$ cat config.mk
export PLATFORM = sky130hd
export DESIGN_NAME = multi_range_finder
export DESIGN_NICKNAME = d
export VERILOG_FILES = /design/src/rtl/multi_range_finder.sv
export SDC_FILE = /design/constraint.sdc
export NUM_CORES = 1
export LEC_CHECK = 0
export ABC_AREA = 1
export CAP_MARGIN = 20
export CORE_MARGIN = 2
export CORE_UTILIZATION = 62
export DETAILED_ROUTE_END_ITERATION = 16
export PLACE_DENSITY = 0.83
export RECOVER_POWER = 25
export SLEW_MARGIN = 15
export SYNTH_ARGS = -nofsm -noshare
export SYNTH_HDL_FRONTEND = slang
export SYNTH_SLANG_ARGS = --single-unit
export TNS_END_PERCENT = 30
$ cat constraint.sdc
create_clock -name clock -period 5.95 [get_ports clock]
set_clock_uncertainty 0.2 [all_clocks]
set_input_delay 1.19 -clock clock [delete_from_list [all_inputs] [get_ports clock]]
set_output_delay 1.19 -clock clock [all_outputs]
set_load 0.1 [all_outputs]
$ cat src/rtl/multi_range_finder.sv
// multi_range_finder: streaming min/max/range tracker for NCH tagged channels.
// A go..finish window collects per-channel statistics; after finish one
// registered result word per channel is reported in channel order.
// Optional build macro RANGE_SIGNED_EN: samples are two's complement and all
// compares are signed (default build: unsigned samples).
module multi_range_finder #(
    parameter int WIDTH = 16,
    parameter int NCH   = 4,
    parameter int CW    = $clog2(NCH)
) (
    input  logic             clock,
    input  logic             reset_n,
    input  logic             go,
    input  logic             finish,
    input  logic             data_valid,
    input  logic [WIDTH-1:0] data_in,
    input  logic [CW-1:0]    data_chan,
    output logic             busy,
    output logic             result_valid,
    output logic [CW-1:0]    result_chan,
    output logic [WIDTH-1:0] result_min,
    output logic [WIDTH-1:0] result_max,
    output logic [WIDTH-1:0] result_range,
    output logic             result_empty,
    output logic             debug_error
);

    typedef enum logic [1:0] {
        S_IDLE   = 2'd0,
        S_RUN    = 2'd1,
        S_REPORT = 2'd2
    } state_t;

    // Window start values: the first sample of a channel always replaces them.
`ifdef RANGE_SIGNED_EN
    localparam logic [WIDTH-1:0] INIT_MIN = {1'b0, {(WIDTH-1){1'b1}}};
    localparam logic [WIDTH-1:0] INIT_MAX = {1'b1, {(WIDTH-1){1'b0}}};
`else
    localparam logic [WIDTH-1:0] INIT_MIN = {WIDTH{1'b1}};
    localparam logic [WIDTH-1:0] INIT_MAX = {WIDTH{1'b0}};
`endif

    // One extra bit so a tag can be compared against NCH without wrapping.
    localparam logic [CW:0]   NCH_W   = (CW+1)'(NCH);
    localparam logic [CW-1:0] LAST_CH = CW'(NCH - 1);

    state_t           state_q, state_d;
    logic [CW-1:0]    rpt_q, rpt_d;
    logic [WIDTH-1:0] min_q  [NCH];
    logic [WIDTH-1:0] min_d  [NCH];
    logic [WIDTH-1:0] max_q  [NCH];
    logic [WIDTH-1:0] max_d  [NCH];
    logic             seen_q [NCH];
    logic             seen_d [NCH];
    logic             err_q, err_d;
    logic             rvalid_q, rvalid_d;
    logic [CW-1:0]    rchan_q, rchan_d;
    logic [WIDTH-1:0] rmin_q, rmin_d;
    logic [WIDTH-1:0] rmax_q, rmax_d;
    logic [WIDTH-1:0] rrange_q, rrange_d;
    logic             rempty_q, rempty_d;

    logic             go_acc;
    logic             fin_acc;
    logic             chan_ok;
    logic             err_set;
    logic             load;
    logic [CW-1:0]    sel;

    function automatic logic is_lt(input logic [WIDTH-1:0] a, input logic [WIDTH-1:0] b);
`ifdef RANGE_SIGNED_EN
        return $signed(a) < $signed(b);
`else
        return a < b;
`endif
    endfunction

    function automatic logic is_gt(input logic [WIDTH-1:0] a, input logic [WIDTH-1:0] b);
`ifdef RANGE_SIGNED_EN
        return $signed(a) > $signed(b);
`else
        return a > b;
`endif
    endfunction

    assign busy         = (state_q != S_IDLE);
    assign result_valid = rvalid_q;
    assign result_chan  = rchan_q;
    assign result_min   = rmin_q;
    assign result_max   = rmax_q;
    assign result_range = rrange_q;
    assign result_empty = rempty_q;
    assign debug_error  = err_q;

    // Next-state: window control, per-channel statistics, result word and error flag.
    always_comb begin
        state_d  = state_q;
        rpt_d    = rpt_q;
        min_d    = min_q;
        max_d    = max_q;
        seen_d   = seen_q;
        rvalid_d = 1'b0;
        rchan_d  = rchan_q;
        rmin_d   = rmin_q;
        rmax_d   = rmax_q;
        rrange_d = rrange_q;
        rempty_d = rempty_q;
        load     = 1'b0;
        sel      = '0;

        go_acc  = (state_q == S_IDLE) && go && !finish;
        fin_acc = (state_q == S_RUN) && finish && !go;
        chan_ok = ({1'b0, data_chan} < NCH_W);
        err_set = (go && finish)
                || (finish && (state_q == S_IDLE))
                || (go && (state_q != S_IDLE))
                || (data_valid && (state_q != S_RUN))
                || (data_valid && (state_q == S_RUN) && !chan_ok);

        case (state_q)
            S_IDLE: begin
                if (go_acc) begin
                    for (int c = 0; c < NCH; c++) begin
                        min_d[c]  = INIT_MIN;
                        max_d[c]  = INIT_MAX;
                        seen_d[c] = 1'b0;
                    end
                    state_d = S_RUN;
                end
            end
            S_RUN: begin
                if (data_valid && chan_ok) begin
                    for (int c = 0; c < NCH; c++) begin
                        if (data_chan == c[CW-1:0]) begin
                            if (is_lt(data_in, min_q[c])) min_d[c] = data_in;
                            if (is_gt(data_in, max_q[c])) max_d[c] = data_in;
                            seen_d[c] = 1'b1;
                        end
                    end
                end
                // Channel 0 is loaded from the updated stats so a sample in
                // the finish cycle is part of its result.
                if (fin_acc) begin
                    state_d = S_REPORT;
                    rpt_d   = '0;
                    load    = 1'b1;
                    sel     = '0;
                end
            end
            S_REPORT: begin
                if (rpt_q == LAST_CH) begin
                    state_d = S_IDLE;
                end else begin
                    rpt_d = rpt_q + 1'b1;
                    load  = 1'b1;
                    sel   = rpt_q + 1'b1;
                end
            end
            default: state_d = S_IDLE;
        endcase

        if (load) begin
            rvalid_d = 1'b1;
            rchan_d  = sel;
            for (int c = 0; c < NCH; c++) begin
                if (sel == c[CW-1:0]) begin
                    if (seen_d[c]) begin
                        rmin_d   = min_d[c];
                        rmax_d   = max_d[c];
                        rrange_d = max_d[c] - min_d[c];
                        rempty_d = 1'b0;
                    end else begin
                        rmin_d   = '0;
                        rmax_d   = '0;
                        rrange_d = '0;
                        rempty_d = 1'b1;
                    end
                end
            end
        end

        // A protocol violation wins over the clear from an accepted go.
        if (err_set)     err_d = 1'b1;
        else if (go_acc) err_d = 1'b0;
        else             err_d = err_q;
    end

    // State, statistics and registered result outputs; reset aborts everything.
    always_ff @(posedge clock or negedge reset_n) begin
        if (!reset_n) begin
            state_q  <= S_IDLE;
            rpt_q    <= '0;
            for (int c = 0; c < NCH; c++) begin
                min_q[c]  <= '1;
                max_q[c]  <= '0;
                seen_q[c] <= 1'b0;
            end
            err_q    <= 1'b0;
            rvalid_q <= 1'b0;
            rchan_q  <= '0;
            rmin_q   <= '0;
            rmax_q   <= '0;
            rrange_q <= '0;
            rempty_q <= 1'b0;
        end else begin
            state_q  <= state_d;
            rpt_q    <= rpt_d;
            min_q    <= min_d;
            max_q    <= max_d;
            seen_q   <= seen_d;
            err_q    <= err_d;
            rvalid_q <= rvalid_d;
            rchan_q  <= rchan_d;
            rmin_q   <= rmin_d;
            rmax_q   <= rmax_d;
            rrange_q <= rrange_d;
            rempty_q <= rempty_d;
        end
    end

endmodule

== Yosys cells after proc, flatten, opt, wreduce, memory -nomap -nowiden ==
Cells that the tools add are included.
W data, S select, Z words.

* Input bits: 23
* Word-level logic and storage cells: 147
* Register bits after elaboration: 189
* Output and inout port bits: 54

* Reductions and logical operators: 23
* Mux-type cells: 76
* Equality and inequality tests: 14
* Magnitude comparators: 8
* Add/subtract/negate cells: 5

{| class="wikitable"
|+ Operators by type and width
! kind !! number
|-
| $mux W16 || 40
|-
| $mux W64 || 4
|-
| $pmux W64 S2 || 2
|-
| $gt A16 B16 Y1 || 4
|-
| $lt A16 B16 Y1 || 4
|-
| $sub A16 B16 Y16 || 4
|-
| $mux W1 || 17
|-
| $mux W2 || 7
|-
| $eq A2 B2 Y1 const B || 6
|-
| $logic_and A1 B1 Y1 || 8
|-
| $mux W4 || 2
|-
| $ne A2 B2 Y1 const B || 4
|-
| $pmux W4 S2 || 1
|-
| $eq A2 B1 Y1 const B || 3
|-
| $logic_not A2 Y1 || 3
|-
| $pmux W2 S3 || 1
|-
| $reduce_and A3 Y1 || 2
|-
| $reduce_bool A2 Y1 || 3
|-
| $pmux W2 S2 || 1
|-
| $reduce_bool A4 Y1 || 1
|-
| $logic_or A1 B1 Y1 || 3
|-
| $add A2 B1 Y2 const B || 1
|-
| $logic_not A1 Y1 || 2
|-
| $ne A2 B1 Y1 const B || 1
|-
| other kinds (2) || 2
|}

== Longest topological paths before layout ==
* Depth in word-level cells: 11
* Mapped depth: 36
* Mapped depth without buffers: 35

== Worst setup path before layout ==
OpenSTA, ideal clock, no wires.

* Path kind: input port to flip-flop
* Start: input data_in[15]
* End: register rrange_q[12] (netlist: result_range[12])
* Path buffers: 1
* Data required time: 5.672 ns
* Arrival time: 4.628 ns
* Setup slack: 1.044 ns
* Cell stages on the path: 29
* Setup time: 0.078 ns
* Path through: ha_1 -> nand2_1 -> inv_1 -> nand2_1 -> nand3_1 -> a311oi_2 -> nand2_1 -> buf_2 -> a21oi_1 -> o21ai_0 -> o211ai_1 -> ha_1 -> inv_1 -> fa_1 -> nand3_1 -> nand2_1 -> a21oi_1 -> nor2_1 -> nor2_1 -> nor2_1 -> nor2_1 -> o21bai_1 -> nand2_1 -> nand2_1 -> a21oi_1 -> o21ai_0 -> a21oi_1 -> o21ai_0 -> a21oi_1

{| class="wikitable"
|+ RTL lines
! what !! line !! RTL
|-
| from (decl) || 16 || <nowiki>input logic [WIDTH-1:0] data_in,</nowiki>
|-
| to (signal assigned) || 216 || <nowiki>rrange_q <= rrange_d;</nowiki>
|-
| to (decl) || 60 || <nowiki>logic [WIDTH-1:0] rrange_q, rrange_d;</nowiki>
|}

==> reports/metrics.yaml <==
critical_path:
  rr_worst_depth: 26
  r2r-start: "state_q[1]"
  cp_max_fo: 22
  rrSetupSlack_ns: 0.58
  start_kind: "primary input"
  r2r-end: "result_range[15]"
  cp_data_required_time_ns: 6.13
  crit_type: "in2reg"
  arrival_ns: 5.86
  end_kind: "flop"
floorplanning:
  die_y_microns: 166
  core_area_sq_um: 25800
  die_w_microns: 166
  die_area_sq_um: 27400
  rows: 59
  start_util: 0.627
  io_pins: 77
final_layout:
  diodes: 0
  layout.nets: 2660
  layout_common_cells: "384 x nand2_1, 318 x a21oi_1, 301 x inv_1"
  layout_commonest_cell: "nand2_1"
  final-seq-area_sq_um: 4810
  stdcell_area_sq_um: 19300
  fillers: 2091
  drive_gt1_frac: 0.169
  multi_input_area_sq_um: 9760
  syn2layout_area_growth_pct: 19.2
logic_synthesis:
  synth-xor-area-share: 0.00865
  synth_edf_count: 0
  async_reset_ff_frac: 1.00
  syn_area_sq_um: 16200
  avgSynthCellArea_sq_um: 7.26
  synthAdderAreaFrac: 0.152
  synth.distinct_cells: 61
  synth_top_family_by_area: "compound AO/OA/AOI/OAI gates"
  yosysSeqAreaShare: 0.297
  synth-simple-area-share: 0.159
  syn_nets: 2448
  netlist_instances: 2231
  synthTopCellsByArea: "dfrtp_1 19%, ha_1 15%, dfstp_2 10%"
  synth_ff_type: "dfrtp_1"
  synth-compound-area-share: 0.280
  netlist.area_leader.share: 0.193
  synthMuxAreaShare: 0
  synth_top_cell_by_area: "dfrtp_1"
  yosysWarningCount: 0
  yosys_register_bits: 189
outcome:
  status: "finished, violations left"
  violations: "capacitance limit, slew limit"
timing:
  worst_slew_pin_slew_ns: 3.24
  period_share: 0.954
  slew_headroom: -1.16
  finalSetupViolations: 0
  hold_violations: 0
  fin_crit_ns: 5.68
  rsz0062_at_grt: "yes"
  hold_slack_ns: 0.301
  maxSlewViolCount: 120
  fmax_mhz: 176
route:
  vias: 17623
  vias_per_cell: 6.31
  wl_mm: 63.7
  dr.pass1.iters: 6
  drc: 0
  drt_iter0_markers: 2574
  ant_nets: 0
  wire_per_inst_microns: 22.8
global_route:
  grt_max_degree: 120
  grt_usage: 0.456
  grt_pass1_wl_mm: 96.6
  grt.overflow.total: 0
  grt_pass1_vias: 16330
  antenna_found_initial: 0
hold_path:
  min_path_cells: 2
  min-delay-start: "result_min[0]"
  hold_path.class: "reg2reg"
  hold_end: "result_min[0]"
clock_tree:
  cts_root_buffer: "clkbuf_16"
  cts_buffer_depth: 2
  holdBufCountCts: 0
  path_clk_slew_ns: 0.09
  clock_sinks: 189
  numCtsBuffers: 17
  cts_tree: "yes"
  htreeDepth: 4
  clock_latency_ns: 0.46
placed_design:
  dp_hpwl_mm: 48.1
  postPlaceCellArea_sq_um: 18600
  port_buffers: 76
  gp_congestion: 1.05
run:
  cap_violations: 1
-- cell usage after synthesis, drive strengths merged (2+ instances only) --
| library cell | n |
|---|---|
| clkbuf | 37 |
| a211oi | 9 |
| nand4 | 5 |
| xor2 | 9 |
| nor3 | 21 |
| buf | 56 |
| a31oi | 19 |
| nor2 | 139 |
| dfrtp | 125 |
| o21a | 6 |
| a22o | 14 |
| fa | 4 |
| xnor2 | 7 |
| nor4 | 3 |
| nand3 | 55 |
| a22oi | 4 |
| o31ai | 12 |
| inv | 320 |
| o211ai | 45 |
| o221ai | 2 |
| dfstp | 64 |
| or2 | 6 |
| clkinv | 2 |
| o22ai | 17 |
| a21boi | 2 |
| nand2 | 397 |
| o31a | 2 |
| o21ai | 306 |
| nand3b | 2 |
| ha | 190 |
| a21oi | 336 |
| o21bai | 6 |
-- critical path, stage by stage --
cell and delay, ns:
clkdlybuf4s50_1 0.60, buf_4 0.27, buf_4 0.16, ha_1 0.31
nand2_1 0.06, nor2_1 0.13, nand2_2 0.08, nand2_2 0.08
buf_12 0.17, buf_4 0.13, inv_2 0.04, nor2_1 0.10
o211ai_2 0.11, ha_1 0.27, fa_1 0.44, inv_1 0.08
a21oi_1 0.08, o21ai_0 0.20, inv_1 0.08, o21ai_0 0.25
buf_4 0.17, xnor2_1 0.07, o31ai_1 0.27, nand2_1 0.15
nand2_1 0.13, a21oi_1 0.07, a21oi_1 0.17
-- metal layers --
metal  global-route usage  up-vias  wire length, microns
met2                0.648     1267                 25700
met5                    0        -                     0
li1                     -     8003                     -
met3                0.137      236                  8890
met4                0.186        0                  3250
met1                0.649     8117                 25800
-- logic make-up (layout without fill, tap and decap cells) --
logic type	after synthesis	in the layout
compound gates	789	789
xor+xnor	16	16
fa+ha+maj	194	194
buf+inv	415	640
flops	189	189
simple gates	628	628
-- registers in the layout (all words and copies together), names as in the netlist --
register,count
seen_q,4
rpt_q,2
state_q,2
debug_error,1
min_q,64
result_valid,1
result_chan,2
result_empty,1
result_range,16
max_q,64
result_max,16
result_min,16
-- stage by stage --
| step | worst slack, ns | util | setup TNS, ns | instances |
|---|---|---|---|---|
| after floorplan | 1.04 | - | 0 | 2231 |
| after global placement | -0.190 | 0.721 | -0.778 | 2756 |
| after detailed placement | -0.208 | 0.721 | -0.985 | 2756 |
| after CTS | 0.227 | 0.744 | 0 | 2788 |
| after global routing | -0.0112 | 0.748 | -0.0112 | 2791 |
| final | 0.271 | 0.748 | 0 | 2791 |
-- worst max path at each step --
stage | from | to | slack, ns | depth (start not counted)
detailed placement | data_in[7] | result_range[15] | -0.21 | 30
global route | data_in[15] | result_range[12] | -0.01 | 30
finish | data_in[13] | result_range[10] | 0.27 | 27
floorplan | data_in[15] | result_range[12] | 1.04 | 29
global placement | data_in[7] | result_range[11] | -0.19 | 26
CTS | data_in[7] | result_range[15] | 0.23 | 30
-- layout make-up --
type	count	area share
clock buffer	18	0.0227
clock inverter	14	0.00796
inverter	322	0.0626
multi-input combinational	1627	0.505
sequential	189	0.249
tap	335	0.0217
timing repair buffer	286	0.131
-- timing repair --
item                       4_1_cts  5_1_grt
setup endpoints to repair        0        7
setup buffers                    0        2
gates resized for setup          0       28
Power is left out: the tool's default activity adds up to more than one toggle a clock period on the data nets, which glitch-free logic cannot reach.
